===== src/rtl/mem_seq_pkg.sv =====
// Shared definitions for the memory-access sequencer: state encoding, AdAs
// addressing-mode codes, byte-enable codes and the default CALC_done timeout.
package mem_seq_pkg;

  typedef enum logic [3:0] {
    IDLE  = 4'd0,
    IDX_S = 4'd1,
    RD_S  = 4'd2,
    IDX_D = 4'd3,
    RD_D  = 4'd4,
    EXEC  = 4'd5,
    WB    = 4'd6,
    DONE  = 4'd7,
    HOLD  = 4'd8
  } seq_state_t;

  localparam logic [2:0] ADAS_SRC_IDX  = 3'b001;
  localparam logic [2:0] ADAS_DST_IDX  = 3'b100;
  localparam logic [2:0] ADAS_BOTH_IDX = 3'b101;

  localparam logic [1:0] BE_WORD = 2'b11;
  localparam logic [1:0] BE_HI   = 2'b10;
  localparam logic [1:0] BE_LO   = 2'b01;

  localparam int CALC_WAIT_MAX_DEF = 4;

endpackage


===== src/rtl/mem_seq_byte_lane.sv =====
// Byte-lane steering for operand accesses: lane extract on read, lane
// replication and byte enables on write. Exists only with BYTE_ACCESS_EN.
`ifdef BYTE_ACCESS_EN
module byte_lane
  import mem_seq_pkg::*;
#(
  parameter int DATA_W = 16
) (
  input  logic              bw,
  input  logic              ea_lsb,
  input  logic [DATA_W-1:0] rd_word,
  input  logic [DATA_W-1:0] wr_src,
  output logic [DATA_W-1:0] rd_op,
  output logic [DATA_W-1:0] wr_word,
  output logic [1:0]        be
);

  always_comb begin
    rd_op   = rd_word;
    wr_word = wr_src;
    be      = BE_WORD;
    if (bw) begin
      rd_op      = '0;
      rd_op[7:0] = ea_lsb ? rd_word[15:8] : rd_word[7:0];
      wr_word    = {(DATA_W/8){wr_src[7:0]}};
      be         = ea_lsb ? BE_HI : BE_LO;
    end
  end

endmodule
`endif


===== src/rtl/mem_seq.sv =====
// Memory-access sequencer between execute control and the memory bus: fetches index
// words for calc, reads indexed operands, writes results back. Byte access: BYTE_ACCESS_EN.
//
// state | meaning
// IDLE  | waiting for MC, latches addressing mode
// IDX_S | fetching source index word until CALC_done
// RD_S  | reading source operand at ea_s
// IDX_D | fetching destination index word until CALC_done
// RD_D  | reading destination operand at ea_d
// EXEC  | operands valid, waiting for res_valid
// WB    | single-cycle write of result to ea_d
// DONE  | SEQ_done pulse
// HOLD  | parked until MC drops
module mem_seq
  import mem_seq_pkg::*;
#(
  parameter int ADDR_W        = 16,
  parameter int DATA_W        = 16,
  parameter int CALC_WAIT_MAX = CALC_WAIT_MAX_DEF
) (
  input  logic              clk,
  input  logic              rst,
  input  logic              MC,
  input  logic [2:0]        AdAs,
  input  logic              wr_dst,
  input  logic              BW,
  input  logic [ADDR_W-1:0] PC,
  input  logic [ADDR_W-1:0] CALC_out,
  input  logic              CALC_done,
  input  logic [DATA_W-1:0] MDB_out,
  input  logic [DATA_W-1:0] result,
  input  logic              res_valid,
  output logic [ADDR_W-1:0] MAB,
  output logic [DATA_W-1:0] MDB_in,
  output logic              mem_rd,
  output logic              mem_wr,
  output logic [1:0]        mem_be,
  output logic              pc_inc,
  output logic [DATA_W-1:0] src_op,
  output logic [DATA_W-1:0] dst_op,
  output logic              ops_valid,
  output logic              SEQ_done,
  output logic              seq_err
);

  localparam int CNT_W = $clog2(CALC_WAIT_MAX + 1);
  localparam logic [CNT_W-1:0] WAIT_LOAD = CNT_W'(CALC_WAIT_MAX - 1);

  seq_state_t        state;
  logic              ad_q;
  logic              wr_q;
  logic              bw_q;
  logic [ADDR_W-1:0] ea_s;
  logic [ADDR_W-1:0] ea_d;
  logic [ADDR_W-1:0] ea_cur;
  logic [ADDR_W-1:0] op_addr;
  logic [DATA_W-1:0] res_q;
  logic [DATA_W-1:0] rd_op;
  logic [DATA_W-1:0] wr_word;
  logic [1:0]        lane_be;
  logic [CNT_W-1:0]  wait_cnt;

  assign ea_cur = (state == RD_S) ? ea_s : ea_d;

`ifdef BYTE_ACCESS_EN
  byte_lane #(.DATA_W(DATA_W)) u_byte_lane (
    .bw      (bw_q),
    .ea_lsb  (ea_cur[0]),
    .rd_word (MDB_out),
    .wr_src  (res_q),
    .rd_op   (rd_op),
    .wr_word (wr_word),
    .be      (lane_be)
  );
  assign op_addr = bw_q ? ea_cur : {ea_cur[ADDR_W-1:1], 1'b0};
`else
  logic unused_byte_bits;
  assign unused_byte_bits = ^{bw_q, ea_cur[0]};
  assign rd_op   = MDB_out;
  assign wr_word = res_q;
  assign lane_be = BE_WORD;
  assign op_addr = {ea_cur[ADDR_W-1:1], 1'b0};
`endif

  // Bus is decoded from registered state so MDB_out settles within the same cycle.
  always_comb begin
    MAB    = '0;
    MDB_in = '0;
    mem_rd = 1'b0;
    mem_wr = 1'b0;
    mem_be = 2'b00;
    case (state)
      IDX_S, IDX_D: begin
        MAB    = PC;
        mem_rd = 1'b1;
        mem_be = BE_WORD;
      end
      RD_S, RD_D: begin
        MAB    = op_addr;
        mem_rd = 1'b1;
        mem_be = lane_be;
      end
      WB: begin
        MAB    = op_addr;
        MDB_in = wr_word;
        mem_wr = 1'b1;
        mem_be = lane_be;
      end
      default: ;
    endcase
  end

  always_ff @(posedge clk) begin
    if (rst) begin
      state     <= IDLE;
      ad_q      <= 1'b0;
      wr_q      <= 1'b0;
      bw_q      <= 1'b0;
      ea_s      <= '0;
      ea_d      <= '0;
      res_q     <= '0;
      wait_cnt  <= '0;
      src_op    <= '0;
      dst_op    <= '0;
      pc_inc    <= 1'b0;
      ops_valid <= 1'b0;
      SEQ_done  <= 1'b0;
      seq_err   <= 1'b0;
    end else begin
      pc_inc    <= 1'b0;
      ops_valid <= 1'b0;
      SEQ_done  <= 1'b0;
      seq_err   <= 1'b0;
      if (!MC) begin
        state <= IDLE;
      end else begin
        case (state)
          IDLE: begin
            ad_q     <= AdAs[2];
            wr_q     <= wr_dst;
            bw_q     <= BW;
            wait_cnt <= WAIT_LOAD;
            if (AdAs[1:0] == ADAS_SRC_IDX[1:0]) begin
              state <= IDX_S;
            end else if ((AdAs & ADAS_DST_IDX) != 3'b000) begin
              state <= IDX_D;
            end else begin
              state    <= DONE;
              SEQ_done <= 1'b1;
            end
          end
          IDX_S, IDX_D: begin
            if (CALC_done) begin
              pc_inc   <= 1'b1;
              wait_cnt <= WAIT_LOAD;
              if (state == IDX_S) begin
                ea_s  <= CALC_out;
                state <= RD_S;
              end else begin
                ea_d  <= CALC_out;
                state <= RD_D;
              end
            end else if (wait_cnt == '0) begin
              seq_err <= 1'b1;
              state   <= HOLD;
            end else begin
              wait_cnt <= wait_cnt - 1'b1;
            end
          end
          RD_S: begin
            src_op <= rd_op;
            if (ad_q) begin
              state <= IDX_D;
            end else begin
              state     <= EXEC;
              ops_valid <= 1'b1;
            end
          end
          RD_D: begin
            dst_op    <= rd_op;
            state     <= EXEC;
            ops_valid <= 1'b1;
          end
          EXEC: begin
            if (res_valid) begin
              res_q <= result;
              if (wr_q && ad_q) begin
                state <= WB;
              end else begin
                state    <= DONE;
                SEQ_done <= 1'b1;
              end
            end
          end
          WB: begin
            state    <= DONE;
            SEQ_done <= 1'b1;
          end
          DONE:    state <= HOLD;
          HOLD:    state <= HOLD;
          default: state <= IDLE;
        endcase
      end
    end
  end

endmodule


===== config.mk =====
export PLATFORM = sky130hd
export DESIGN_NAME = mem_seq
export DESIGN_NICKNAME = d
export VERILOG_FILES = /design/src/rtl/mem_seq_pkg.sv /design/src/rtl/mem_seq_byte_lane.sv /design/src/rtl/mem_seq.sv
export SDC_FILE = /design/constraint.sdc
export NUM_CORES = 1
export LEC_CHECK = 0
export CAP_MARGIN = 20
export CORE_MARGIN = 2
export CORE_UTILIZATION = 40
export DETAILED_ROUTE_END_ITERATION = 8
export PLACE_DENSITY = 0.79
export SETUP_SLACK_MARGIN = 0.15
export SLEW_MARGIN = 10
export SYNTH_ARGS = -nofsm -noshare
export SYNTH_HDL_FRONTEND = slang
export SYNTH_SLANG_ARGS = --single-unit

===== constraint.sdc =====
create_clock -name clk -period 1.45 [get_ports clk]
set_clock_uncertainty 0.05 [all_clocks]
set_input_delay 0.2175 -clock clk [delete_from_list [all_inputs] [get_ports clk]]
set_output_delay 0.2175 -clock clk [all_outputs]
set_load 0.01 [all_outputs]

==> summary.json <==
{
  "grt": {
    "grt_antenna_before_repair": 0,
    "global_route.overflow_total": 0,
    "grt_first_pass_wirelength_um": 20900,
    "maximum_number_of_pins_on_one_net_before_global_route_repair": 37,
    "number_of_global_route_vias_before_repair": 4201,
    "grt.total_usage_pct": 23.9
  },
  "finish": {
    "drive_above_1_share_pct": 38.6,
    "nNetsFinal": 757,
    "antenna_cells_inserted": 0,
    "fillerInstances": 663,
    "final_cell_count_no_fill": 819,
    "finalCoreUtilization_pct": 72.6,
    "area_growth_syn_to_layout_pct": 77.2
  },
  "synth": {
    "synth.cells.most_frequent": "sky130_fd_sc_hd__nand2_1, sky130_fd_sc_hd__dfxtp_1, sky130_fd_sc_hd__a21oi_1, sky130_fd_sc_hd__mux2i_1, sky130_fd_sc_hd__nor2_1",
    "syn-cell-area_mm2": 0.00399,
    "synthTopCellsByArea": "sky130_fd_sc_hd__dfxtp_1, sky130_fd_sc_hd__mux2i_1, sky130_fd_sc_hd__nand2_1",
    "synth_enable_flop_cells": 0,
    "synth.largest_area_cell": "sky130_fd_sc_hd__dfxtp_1",
    "synthDominantCellAreaShare_pct": 45.7,
    "register_area_share_after_synthesis_pct": 45.7,
    "post-synth-top-count-cell": "sky130_fd_sc_hd__nand2_1",
    "async_flop_share_pct": 0,
    "synthesis.yosys.warnings": 0,
    "synth.avg_cell_area_um2": 8.37,
    "synth-seq-cells": 91,
    "post_synth_inst_count": 476,
    "synth_ff_type": "sky130_fd_sc_hd__dfxtp_1",
    "netlist-cell-type-count": 43,
    "net_count_after_synthesis": 552
  },
  "sta": {
    "fin_tns_setup_ns": -52.51,
    "maxClockFrequency_mhz": 491,
    "grt_setup_unrepaired": "yes",
    "final_hold_viol_count": 0,
    "final-max-slew-violation-count": 0,
    "slew_margin_rel_pct": 60.5,
    "finalCriticalPeriod_ns": 2.04,
    "finalWorstSetupSlack_ns": -0.586,
    "final-setup-viol-count": 125,
    "min_period_over_period_pct": 140,
    "worst_slew_pin_slew_ns": 0.584
  },
  "cts": {
    "clockBufferDepth": 2,
    "cts-hold-fix-buffers": 0,
    "tritoncts.num_buffers": 9,
    "cts_tree": "done",
    "clkSlewWorstSetupHoldPaths_ns": 0.09,
    "clk-insertion-delay-late_ns": 0.36,
    "cts-root-buf": "sky130_fd_sc_hd__clkbuf_8",
    "cts-htree-levels": 3,
    "clock_sinks": 91
  },
  "detailed_routing": {
    "drt_iter0_markers": 279,
    "drt-vias-per-instance": 5.33,
    "route.detailed.drc": 0,
    "count_of_nets_left_with_antenna_violations_after_detail_routing": 0,
    "drt_pre_antenna_iters": 5,
    "routed-via-count": 4365,
    "drt-total-wl_um": 15100,
    "wl_per_cell_um": 18.4
  },
  "worst_setup_path": {
    "critical-path-max-stage-delay_ns": 0.35,
    "path_delay_family": "buffers and inverters",
    "critical_path.startpoint_type": "register",
    "cp.arrival_ns": 1.77,
    "critPathKind": "register to output pin",
    "critical_path_peak_fanout": 6,
    "path_buf_inv": 6,
    "critPathMostFrequentCell": "sky130_fd_sc_hd__buf_6",
    "critical_path.cell_chain": "buf_4 -> buf_6 -> buf_6 -> nor2b_4 -> buf_6 -> buf_6 -> and3_4 -> buf_6",
    "cell_with_the_largest_stage_delay_on_the_worst_path": "sky130_fd_sc_hd__dfxtp_4",
    "critical_path_required_ns": 1.18,
    "timing.critical_path.to_type": "output pin"
  },
  "place": {
    "placed_cells": 755,
    "finalWeightedCongestion": 0.858,
    "detailed_place_hpwl_um": 8180,
    "post_placement_setup_slack_ns": -0.484,
    "input_output_buffers": 143
  },
  "status": {
    "status": "finished with violations",
    "violations": "setup timing"
  },
  "floorplanning": {
    "fp.coreArea_mm2": 0.00973,
    "io-pin-count": 146,
    "die_area_mm2": 0.0108,
    "row_count": 36,
    "initial_cell_density_of_the_core_pct": 41.0,
    "dieHeight_um": 104,
    "die_width_um": 104
  },
  "power_and_ir_drop": {
    "p_leak_nw": 3.10,
    "total_power_w": 0.00583,
    "powerDensity_mw_per_mm2": 826,
    "ir_drop_v": 0.000629
  },
  "flow_run": {
    "drv.max_cap_violation_count": 0
  },
  "min_path": {
    "hold_class": "input port to register"
  }
}
==> state kept, by name (all words and copies together), names as in the netlist <==
signal,cells
SEQ_done,1
pc_inc,1
wr_q,1
dst_op,16
ad_q,1
seq_err,1
src_op,16
ea_s,15
wait_cnt,3
ops_valid,1
state,4
ea_d,15
res_q,16
==> worst paths after layout <==
kind	depth (start not counted)	to	start	slack [ns]
max	8	MDB_in[13]	state[0]$_SDFFE_PP0P_	-0.59
max reg2reg	12	src_op[7]$_SDFFE_PP0P_	state[0]$_SDFFE_PP0P_	-0.51
min reg2reg	2	dst_op[13]$_SDFFE_PP0P_	dst_op[13]$_SDFFE_PP0P_	0.41
min	3	wr_q$_SDFFE_PP0P_	rst	0.23
==> power breakdown <==
| group | internal [W] | leakage [nW] | switching [W] | total [W] |
|---|---|---|---|---|
| clock network | 0.00104 | 0.117 | 0.000959 | 0.00200 |
| registers | 0.00255 | 0.738 | 0.0000468 | 0.00259 |
| logic | 0.000657 | 2.25 | 0.000583 | 0.00124 |
==> final cells by class <==
class | instances | area (um2) | share of cell area [%]
clock buffers | 10 | 138 | 1.95
clock inverters | 6 | 95.1 | 1.35
inverters | 4 | 15.0 | 0.213
multi-input cells | 348 | 2540 | 36.0
flip-flops and latches | 91 | 1840 | 26.0
well taps | 133 | 166 | 2.36
repair buffers | 227 | 2270 | 32.1
==> routing by layer <==
layer / track usage (%) / vias to the layer above / share of wire [%]
li1: - / 2015 / -
met1: 27.5 / 2069 / 38
met2: 42.5 / 214 / 51
met3: 5.29 / 67 / 6.7
met4: 9.85 / 0 / 4.1
met5: 0 / - / 0
==> cell families after synthesis <==
family / share of synthesized area, %
AOI/OAI and AO/OA: 11.6
xor gates and xnor gates: 0.220
adders and majority gates: 0.628
buffers and inverters: 5.24
DFF: 45.7
muxes: 11.8
and+or+nand+nor: 24.8
==> cell usage in the layout (no fill, tap or decap), types with 3 or more instances in the layout <==
cell / count
sky130_fd_sc_hd__dfxtp_1: 87
sky130_fd_sc_hd__nand3_4: 3
sky130_fd_sc_hd__clkdlybuf4s15_1: 9
sky130_fd_sc_hd__o21ai_1: 16
sky130_fd_sc_hd__dlygate4sd2_1: 27
sky130_fd_sc_hd__buf_2: 19
sky130_fd_sc_hd__mux2i_1: 43
sky130_fd_sc_hd__nor2b_1: 5
sky130_fd_sc_hd__buf_4: 37
sky130_fd_sc_hd__nand2_2: 22
sky130_fd_sc_hd__buf_6: 53
sky130_fd_sc_hd__a21oi_1: 16
sky130_fd_sc_hd__nand2_1: 80
sky130_fd_sc_hd__a21oi_2: 37
sky130_fd_sc_hd__buf_12: 7
sky130_fd_sc_hd__mux2i_2: 4
sky130_fd_sc_hd__and3_4: 17
sky130_fd_sc_hd__nand2b_1: 3
sky130_fd_sc_hd__nand2_4: 17
sky130_fd_sc_hd__nor2_4: 4
sky130_fd_sc_hd__inv_1: 4
sky130_fd_sc_hd__nor2_1: 37
sky130_fd_sc_hd__clkdlybuf4s50_1: 69
sky130_fd_sc_hd__clkbuf_8: 10
sky130_fd_sc_hd__dfxtp_4: 4
==> worst register-to-register path, cell delays in order, from the launching register on <==
cell and delay, ns:
sky130_fd_sc_hd__dfxtp_4 0.35, sky130_fd_sc_hd__buf_4 0.13, sky130_fd_sc_hd__buf_6 0.12, sky130_fd_sc_hd__buf_6 0.12, sky130_fd_sc_hd__nor2b_4 0.16, sky130_fd_sc_hd__buf_6 0.11, sky130_fd_sc_hd__buf_6 0.10, sky130_fd_sc_hd__buf_6 0.09
sky130_fd_sc_hd__buf_6 0.09, sky130_fd_sc_hd__and2_4 0.19, sky130_fd_sc_hd__buf_12 0.17, sky130_fd_sc_hd__nand2_2 0.08, sky130_fd_sc_hd__a21oi_2 0.13
==> through the flow <==
stage / area, um2 / hold slack, ns
2_1_floorplan: 4160 / 0.299
3_3_place_gp: 5820 / 0.392
3_5_place_dp: 5820 / 0.395
4_1_cts: 6410 / 0.226
5_1_grt: 7060 / 0.264
6_report: 7060 / 0.234
==> repair_timing <==
item | 4_1_cts | 5_1_grt
resized for setup | 254 | 126
endpoints found under the setup margin | 160 | 135
gates cloned | 6 | 1
buffers inserted | 19 | 22
pin swaps | 7 | 41
Power figures use the tool's default switching activity.
